[config.mk]
export PLATFORM = sky130hd
export DESIGN_NAME = interrupt_request_controller
export DESIGN_NICKNAME = d
export VERILOG_FILES = /design/src/rtl/interrupt_request_controller.sv
export SDC_FILE = /design/constraint.sdc
export NUM_CORES = 1
export LEC_CHECK = 0
export BUFFER_PORTS_ARGS = -buffer_cell sky130_fd_sc_hd__buf_2
export CORE_MARGIN = 3
export CORE_UTILIZATION = 53
export DETAILED_ROUTE_END_ITERATION = 8
export GPL_TIMING_DRIVEN = 0
export PLACE_DENSITY = 0.85
export REMOVE_ABC_BUFFERS = 1
export SLEW_MARGIN = 20
export SYNTH_ARGS = -nofsm -noshare
export SYNTH_HDL_FRONTEND = slang
export SYNTH_SLANG_ARGS = --single-unit
[constraint.sdc]
create_clock -name clk -period 2.25 [get_ports clk]
set_input_delay 0.1125 -clock clk [delete_from_list [all_inputs] [get_ports clk]]
set_output_delay 0.1125 -clock clk [all_outputs]
set_load 0.02 [all_outputs]
[src/rtl/interrupt_request_controller.sv]
// Fixed-priority interrupt initiator: synchronises and edge-detects peripheral requests,
// raises interrupt_signal to the CPU and tracks acknowledge / ISR return so one interrupt is in service.
module interrupt_request_controller #(
  parameter int N_SRC       = 4,
  parameter int ID_W        = 2,
  parameter int ACK_TIMEOUT = 16
) (
  input  logic              clk,
  input  logic              reset,
  input  logic [N_SRC-1:0]  irq_in,
  input  logic              mask_we,
  input  logic [N_SRC-1:0]  mask_wdata,
  input  logic              isr_ack,
  input  logic              jalr_select_signal,
  input  logic [4:0]        regfile_adrr_1,
  output logic              interrupt_signal,
  output logic [ID_W-1:0]   active_id,
  output logic              in_service,
  output logic [N_SRC-1:0]  pending,
  output logic              ack_timeout
);

  localparam int CNT_W = $clog2(ACK_TIMEOUT);
  localparam logic [CNT_W-1:0] CNT_LAST = CNT_W'(ACK_TIMEOUT - 1);

  typedef enum logic [1:0] {IDLE, REQUEST, IN_SERVICE} state_t;

  state_t             r_state, w_state_nxt;
  logic [N_SRC-1:0]   r_s1, r_s2, r_s3;
  logic [1:0]         r_warm;
  logic [N_SRC-1:0]   r_pending, r_mask;
  logic               r_irq, r_in_service, r_ack_timeout;
  logic [ID_W-1:0]    r_active_id;
  logic [CNT_W-1:0]   r_cnt;

  logic [N_SRC-1:0]   w_edge, w_eligible, w_clr;
  logic [ID_W-1:0]    w_winner, w_active_id_nxt;
  logic               w_isr_return, w_irq_nxt, w_in_service_nxt, w_ack_timeout_nxt;
  logic [CNT_W-1:0]   w_cnt_nxt;

  // Edges are suppressed until s3 holds a real post-reset sample, so lines already high at reset are ignored.
  assign w_edge       = (r_warm == 2'd3) ? (r_s2 & ~r_s3) : '0;
  assign w_eligible   = r_pending & r_mask;
  assign w_isr_return = jalr_select_signal && (regfile_adrr_1 == 5'd30);

  always_ff @(posedge clk or negedge reset) begin
    if (!reset) begin
      r_s1   <= '0;
      r_s2   <= '0;
      r_s3   <= '0;
      r_warm <= 2'd0;
    end else begin
      r_s1   <= irq_in;
      r_s2   <= r_s1;
      r_s3   <= r_s2;
      r_warm <= (r_warm == 2'd3) ? r_warm : r_warm + 2'd1;
    end
  end

  // A new edge on the source being acknowledged overrides its clear.
  always_ff @(posedge clk or negedge reset) begin
    if (!reset) begin
      r_pending <= '0;
      r_mask    <= '1;
    end else begin
      r_pending <= (r_pending & ~w_clr) | w_edge;
      if (mask_we) r_mask <= mask_wdata;
    end
  end

  always_comb begin
    w_winner = '0;
    for (int i = N_SRC - 1; i >= 0; i--) begin
      if (w_eligible[i]) w_winner = ID_W'(i);
    end
  end

  always_comb begin
    w_state_nxt       = r_state;
    w_irq_nxt         = 1'b0;
    w_in_service_nxt  = 1'b0;
    w_ack_timeout_nxt = 1'b0;
    w_active_id_nxt   = r_active_id;
    w_cnt_nxt         = r_cnt;
    w_clr             = '0;
    case (r_state)
      IDLE: begin
        if (|w_eligible) begin
          w_state_nxt     = REQUEST;
          w_irq_nxt       = 1'b1;
          w_active_id_nxt = w_winner;
          w_cnt_nxt       = '0;
        end
      end
      REQUEST: begin
        if (isr_ack) begin
          w_clr            = N_SRC'(1) << r_active_id;
          w_in_service_nxt = 1'b1;
          w_state_nxt      = IN_SERVICE;
        end else if (r_cnt == CNT_LAST) begin
          w_ack_timeout_nxt = 1'b1;
          w_state_nxt       = IDLE;
        end else begin
          w_irq_nxt = 1'b1;
          w_cnt_nxt = r_cnt + 1'b1;
        end
      end
      IN_SERVICE: begin
        if (w_isr_return) w_state_nxt = IDLE;
        else              w_in_service_nxt = 1'b1;
      end
      default: w_state_nxt = IDLE;
    endcase
  end

  always_ff @(posedge clk or negedge reset) begin
    if (!reset) begin
      r_state       <= IDLE;
      r_irq         <= 1'b0;
      r_in_service  <= 1'b0;
      r_ack_timeout <= 1'b0;
      r_active_id   <= '0;
      r_cnt         <= '0;
    end else begin
      r_state       <= w_state_nxt;
      r_irq         <= w_irq_nxt;
      r_in_service  <= w_in_service_nxt;
      r_ack_timeout <= w_ack_timeout_nxt;
      r_active_id   <= w_active_id_nxt;
      r_cnt         <= w_cnt_nxt;
    end
  end

  assign interrupt_signal = r_irq;
  assign active_id        = r_active_id;
  assign in_service       = r_in_service;
  assign pending          = r_pending;
  assign ack_timeout      = r_ack_timeout;

endmodule
# --- After elaboration in Yosys (flattened, before gate mapping) ---
# Cells that the tools add are included.
totals:
  regBits: 33
  output_inout_bits: 9
  in_bits: 18
  elab_cells: 64
classes:
  eq_ne: 10
  n_bitwise: 6
  n_shift: 1
  addsub: 2
  mux: 26
  n_reduce_logical: 7
ops:
  columns: ["op", "n"]
  rows:
  - ["$mux W4", 6]
  - ["$mux W2", 8]
  - ["$and A4 B4 Y4", 3]
  - ["$mux W1", 8]
  - ["$ne A2 B2 Y1 const B", 4]
  - ["$not A4 Y4", 2]
  - ["$pmux W4 S2", 1]
  - ["$pmux W2 S3", 1]
  - ["$eq A5 B5 Y1 const B", 1]
  - ["$add A4 B1 Y4 const B", 1]
  - ["$eq A2 B2 Y1 const B", 2]
  - ["$eq A4 B4 Y1 const B", 1]
  - ["$or A4 B4 Y4", 1]
  - ["$pmux W1 S2", 2]
  - ["$reduce_and A4 Y1", 1]
  - ["$reduce_or A4 Y1", 1]
  - ["$shl A1 B2 Y4 const A", 1]
  - ["$ne A3 B3 Y1 const B", 1]
  - ["$reduce_and A3 Y1", 1]
  - ["$add A2 B1 Y2 const B", 1]
  - ["$eq A2 B1 Y1 const B", 1]
  - ["$logic_not A2 Y1", 1]
  - ["$reduce_and A2 Y1", 1]
  - ["$reduce_bool A2 Y1", 1]
  - ["$logic_and A1 B1 Y1", 1]

# --- Longest topological paths before layout ---
logic_depth:
  word_depth: 6
  ltp_mapped: 6
  ltp_nobuf: 6

# --- Worst setup path after synthesis ---
# No wires, ideal clock.
synth_timing:
  path_type: "register -> register"
  from: "register r_state[1]"
  to: "register r_cnt[3]"
  path_stages_with_launch: 6
  slack_ps: 616
  arrival_ps: 1548
  period_less_slack_ps: 1634
  required_time_ps: 2163
  n_path_buf: 1
  cell_sequence: "dfrtp_1 inv_1 ha_1 dlymetal6s4s_1 or4b_1 o211ai_1"
synth_via:
  elab_chain_cells: 3
synth_rtl:
  columns: ["element", "line_no", "source"]
  rows:
  - ["from (decl)", "28", "state_t r_state, w_state_nxt;"]
  - ["from (signal assigned)", "125", "r_state <= w_state_nxt;"]
  - ["$eq A2 B1 Y1 / $logic_not A2 Y1 (equally long branches)", "86", "case (r_state)"]
  - ["$ne A2 B2 Y1 (no line) / $reduce_bool A2 Y1 (equally long branches)", null, null]
  - ["$reduce_and A4 Y1 (no line)", null, null]
  - ["to (signal assigned)", "130", "r_cnt <= w_cnt_nxt;"]
  - ["to (decl)", "34", "logic [CNT_W-1:0] r_cnt;"]
# Parallel ways exist; a longest one is shown, timed or not.
# A chain may end at the register's enable or synchronous reset.

# --- Final worst setup path ---
# Ends and elaborated chain as after synthesis.

==> out/metrics.sh <==
GRTUSAGEMET1_PCT=19.70
GLOBALROUTEMET3UTIL_PCT=6.897
NETS=170
CLOCK.FMAX_GHz=0.5379
MAX_STAGE_DELAY_NS=0.54
WORST_EP_REQUIRED_TIME_NS=2.52
N_ANTENNA_CELL=0
WORST-SETUP-PATH-TYPE='flip-flop to flip-flop'
NETLIST_AREA_UM2=1366
FIRST_PASS_GRT_WIRE_LENGTH_UM=4284
FLOORPLAN.INITIALDENSITY_PCT=58.93
ROUTED_WIRELENGTH_NORMALIZED_BY_INSTANCE_COUNT_UM=15.66
PLACE_HPWL_UM=1865
PLACEDCELLCOUNT=161
CRITPATHCAPTURETYPE='flip-flop'
FINAL.SETUP_SKEW_NS=0.01132
TOTAL_LEAKAGE_POWER_nW=0.7597
CLOCK-ROOT-BUFFER='sky130_fd_sc_hd__clkbuf_4'
FINALCRITICALPERIOD_NS=1.859
CLK_PIN_SLEW_WORST_PATHS_NS=0.10
YS_ASYNC_SR_FRACTION_PCT=100.0
SEQ_AREA_FRAC_SYNTH_PCT=60.81
REPORT.FINAL.SLEW_VIOL_COUNT=0
CRITICAL_PATH_CELL_COUNT=5
DR.FIRST_ITER.DRC_COUNT=32
PIN_COUNT=27
GRT_USE_TOTAL_PCT=17.88
WORST-R2R-CELL-COUNT=5
CRITPATHSLOWESTCELL='sky130_fd_sc_hd__or4b_1'
AREA_GROWTH_SYN_TO_LAYOUT_PCT=21.43
FIRSTDRTPASSITERS=4
CORE_AREA_UM2=2318
CRIT_ARRIVAL_NS=2.12
CTS_TREE='built'
FP.DIEW_UM=56.78
ROUTED_VIA_DENSITY=5.710
WORSTSKEWPAIRLATENCY_NS=0.34
CRITICAL_PATH.CELL_CHAIN='inv_1 > ha_1 > nand2_2 > or4b_1 > o211ai_1'
GRT_OVERFLOW=0
BUSIEST_LAYER='met2'
POSTSYNTHCELLCOUNT=108
YOSYS_WARNINGS=0
LAYOUT_COMMONEST_CELL='sky130_fd_sc_hd__dfrtp_1'
TIMING_HOLD_VIOLATIONS_FINAL=0
WORSTSETUPSTARTPOINTTYPE='flip-flop'
SYNTH_ENABLE_FLOP_CELLS=0
CP.BUFFERS_INVERTERS=1
SYNTH-SEQ-CELLS=33
WORST_PATH_DOMINANT_CELL_FAMILY='simple AND/OR/NAND/NOR gates'
NUM_ROWS=17
SETUP_VIOL_COUNT_FINAL=0
SETUP-TNS-FINAL_NS=0
STATUS='finished, final reports clean'
WL_UM=2756
MIN_HOLD_SLACK_NS=0.01504
GRT_MAX_DEGREE=34
ROUTABILITYCONGESTION=0.8008
WORSTHOLDPATHTYPE='primary input to flip-flop'
DIE_HEIGHT_UM=56.78
PWR_DENSITY_CELL_nW_PER_UM2=1068
MAX-CAP-VIOLATIONS=0
SYNTH.DISTINCT_CELLS=35
FINALNONFILLERCELLS=176
WORST_IR_DROP_VDD_V=0.0008205
DRIVE_GT1_SHARE_PCT=32.43
WORST_SLEW_PIN_SLEW_NS=0.7072
CTS-HTREE-LEVELS=2
GR-USAGE-MET2_PCT=30.69
MOST-COMMON-LAYOUT-CELLS='sky130_fd_sc_hd__dfrtp_1 (29), sky130_fd_sc_hd__buf_2 (26), sky130_fd_sc_hd__nand2_1 (12), sky130_fd_sc_hd__o21ai_0 (8), sky130_fd_sc_hd__dlygate4sd3_1 (7)'
GRT_SETUP_UNREPAIRED='false'
MIN_PATH_CELLS=2
DIE-AREA_UM2=3223
VIAS_IN_THE_FIRST_GLOBAL_ROUTE=983
SETUP.REG_TO_REG.WORST_SLACK_NS=0.39
POST_CTS.REPAIR.SETUP_BUFFERS=0
TIMING.CRITICAL_PATH.FANOUT_MAX=12
SYNTH_TOP_FLOP_CELL='sky130_fd_sc_hd__dfrtp_1'
VIA_COUNT=1005
CTS.SINK_COUNT=33
CTS-ROOT-TO-SINK-BUFFERS=2
PLACE.PORT_BUFFERS=26
DRC=0
POST_SYNTH.CELL_AREA_AVG_UM2=12.65
MIN_PERIOD_OVER_PERIOD_PCT=82.62
NUMCTSBUFFERS=5
TIMING.SLEW.HEADROOM_PCT=52.86
DRTANTENNAVIOLNETS=0
INITIAL_ANTENNA_VIOLATION_COUNT=0
## kinds of logic (layout without fill, tap and decap cells)
kind of cell / after synthesis / after routing / synth area share [%]
AO/OA/AOI/OAI: 26 / 26 / 13.55
XOR/XNOR: 1 / 1 / 0.6411
adder cells (fa/ha/maj): 5 / 5 / 4.579
buffers and inverters: 6 / 46 / 2.289
flip-flops: 33 / 33 / 60.81
multiplexers: 7 / 7 / 5.677
AND/OR/NAND/NOR: 30 / 30 / 12.46
## timing repair
action                                  in CTS  in global routing
hold endpoints to repair                    34                  1
hold buffers                                 6                  1
resized for setup                            0                  0
endpoints found under the setup margin       0                  0
## Yosys cell counts (2+ instances only)
library cell	number	area share [%]
sky130_fd_sc_hd__inv_1	5	1.4
sky130_fd_sc_hd__a22o_1	2	1.3
sky130_fd_sc_hd__nand3_1	5	1.8
sky130_fd_sc_hd__nand2_1	12	3.3
sky130_fd_sc_hd__a31oi_1	2	0.92
sky130_fd_sc_hd__ha_1	5	4.6
sky130_fd_sc_hd__a22oi_1	2	1.1
sky130_fd_sc_hd__dfrtp_1	29	53
sky130_fd_sc_hd__a21oi_1	3	1.1
sky130_fd_sc_hd__nand3b_1	2	1.1
sky130_fd_sc_hd__o21ai_0	8	2.9
sky130_fd_sc_hd__dfstp_2	4	7.7
sky130_fd_sc_hd__o31ai_1	2	1.1
sky130_fd_sc_hd__mux2_2	6	4.9
## area by class of cell
class | instances | area, µm²
inverters | 5 | 18.77
fillers | 180 | 659.4
clock inverters | 1 | 5.005
multi-input cells | 69 | 504.2
well taps | 28 | 35.03
clock buffers | 7 | 65.06
repair buffers | 33 | 200.2
flip-flops and latches | 33 | 830.8
## routing by layer
metal | share of wire [%] | vias up
met3 | 5.8 | 6
met5 | 0 | -
li1 | - | 473
met4 | 1.5 | 0
met2 | 53 | 33
met1 | 40 | 493
## state kept, by name, indices dropped and copies added, names as in the netlist
signal	flops
pending	4
r_cnt	4
r_mask	4
r_s1	4
r_s2	4
r_s3	4
active_id	2
r_state	2
r_warm	2
ack_timeout	1
in_service	1
interrupt_signal	1
## through the flow
stage | util, % | setup WS, ns | power, mW | area, µm²
after detailed placement | 65.52 | 0.4199 | 1.395 | 1519
after floorplan | - | 0.6426 | 1.208 | 1354
after CTS | 71.13 | 0.3873 | 1.781 | 1649
after global placement | 65.52 | 0.4845 | 1.362 | 1519
after global routing | 71.56 | 0.2207 | 1.889 | 1659
final | 71.56 | 0.3911 | 1.773 | 1659
## final timing paths
check	from	end
worst max-delay path	r_state[1]$_DFFE_PN0P_	r_cnt[3]$_DFFE_PN0P_
worst min-delay path	mask_wdata[2]	r_mask[2]$_DFFE_PN1P_
worst max register to register	r_state[1]$_DFFE_PN0P_	r_cnt[3]$_DFFE_PN0P_
worst min register to register	r_s1[1]$_DFF_PN0_	r_s2[1]$_DFF_PN0_
max in group asynchronous	reset	r_s2[3]$_DFF_PN0_
min in group asynchronous	reset	in_service$_DFF_PN0_
## power by group
part | internal, mW | total (mW) | switching [mW]
clock | 0.181 | 0.374 | 0.193
sequential | 0.714 | 0.833 | 0.119
combinational | 0.229 | 0.565 | 0.337
total | 1.12 | 1.77 | 0.649
Power figures use the tool's default switching activity.
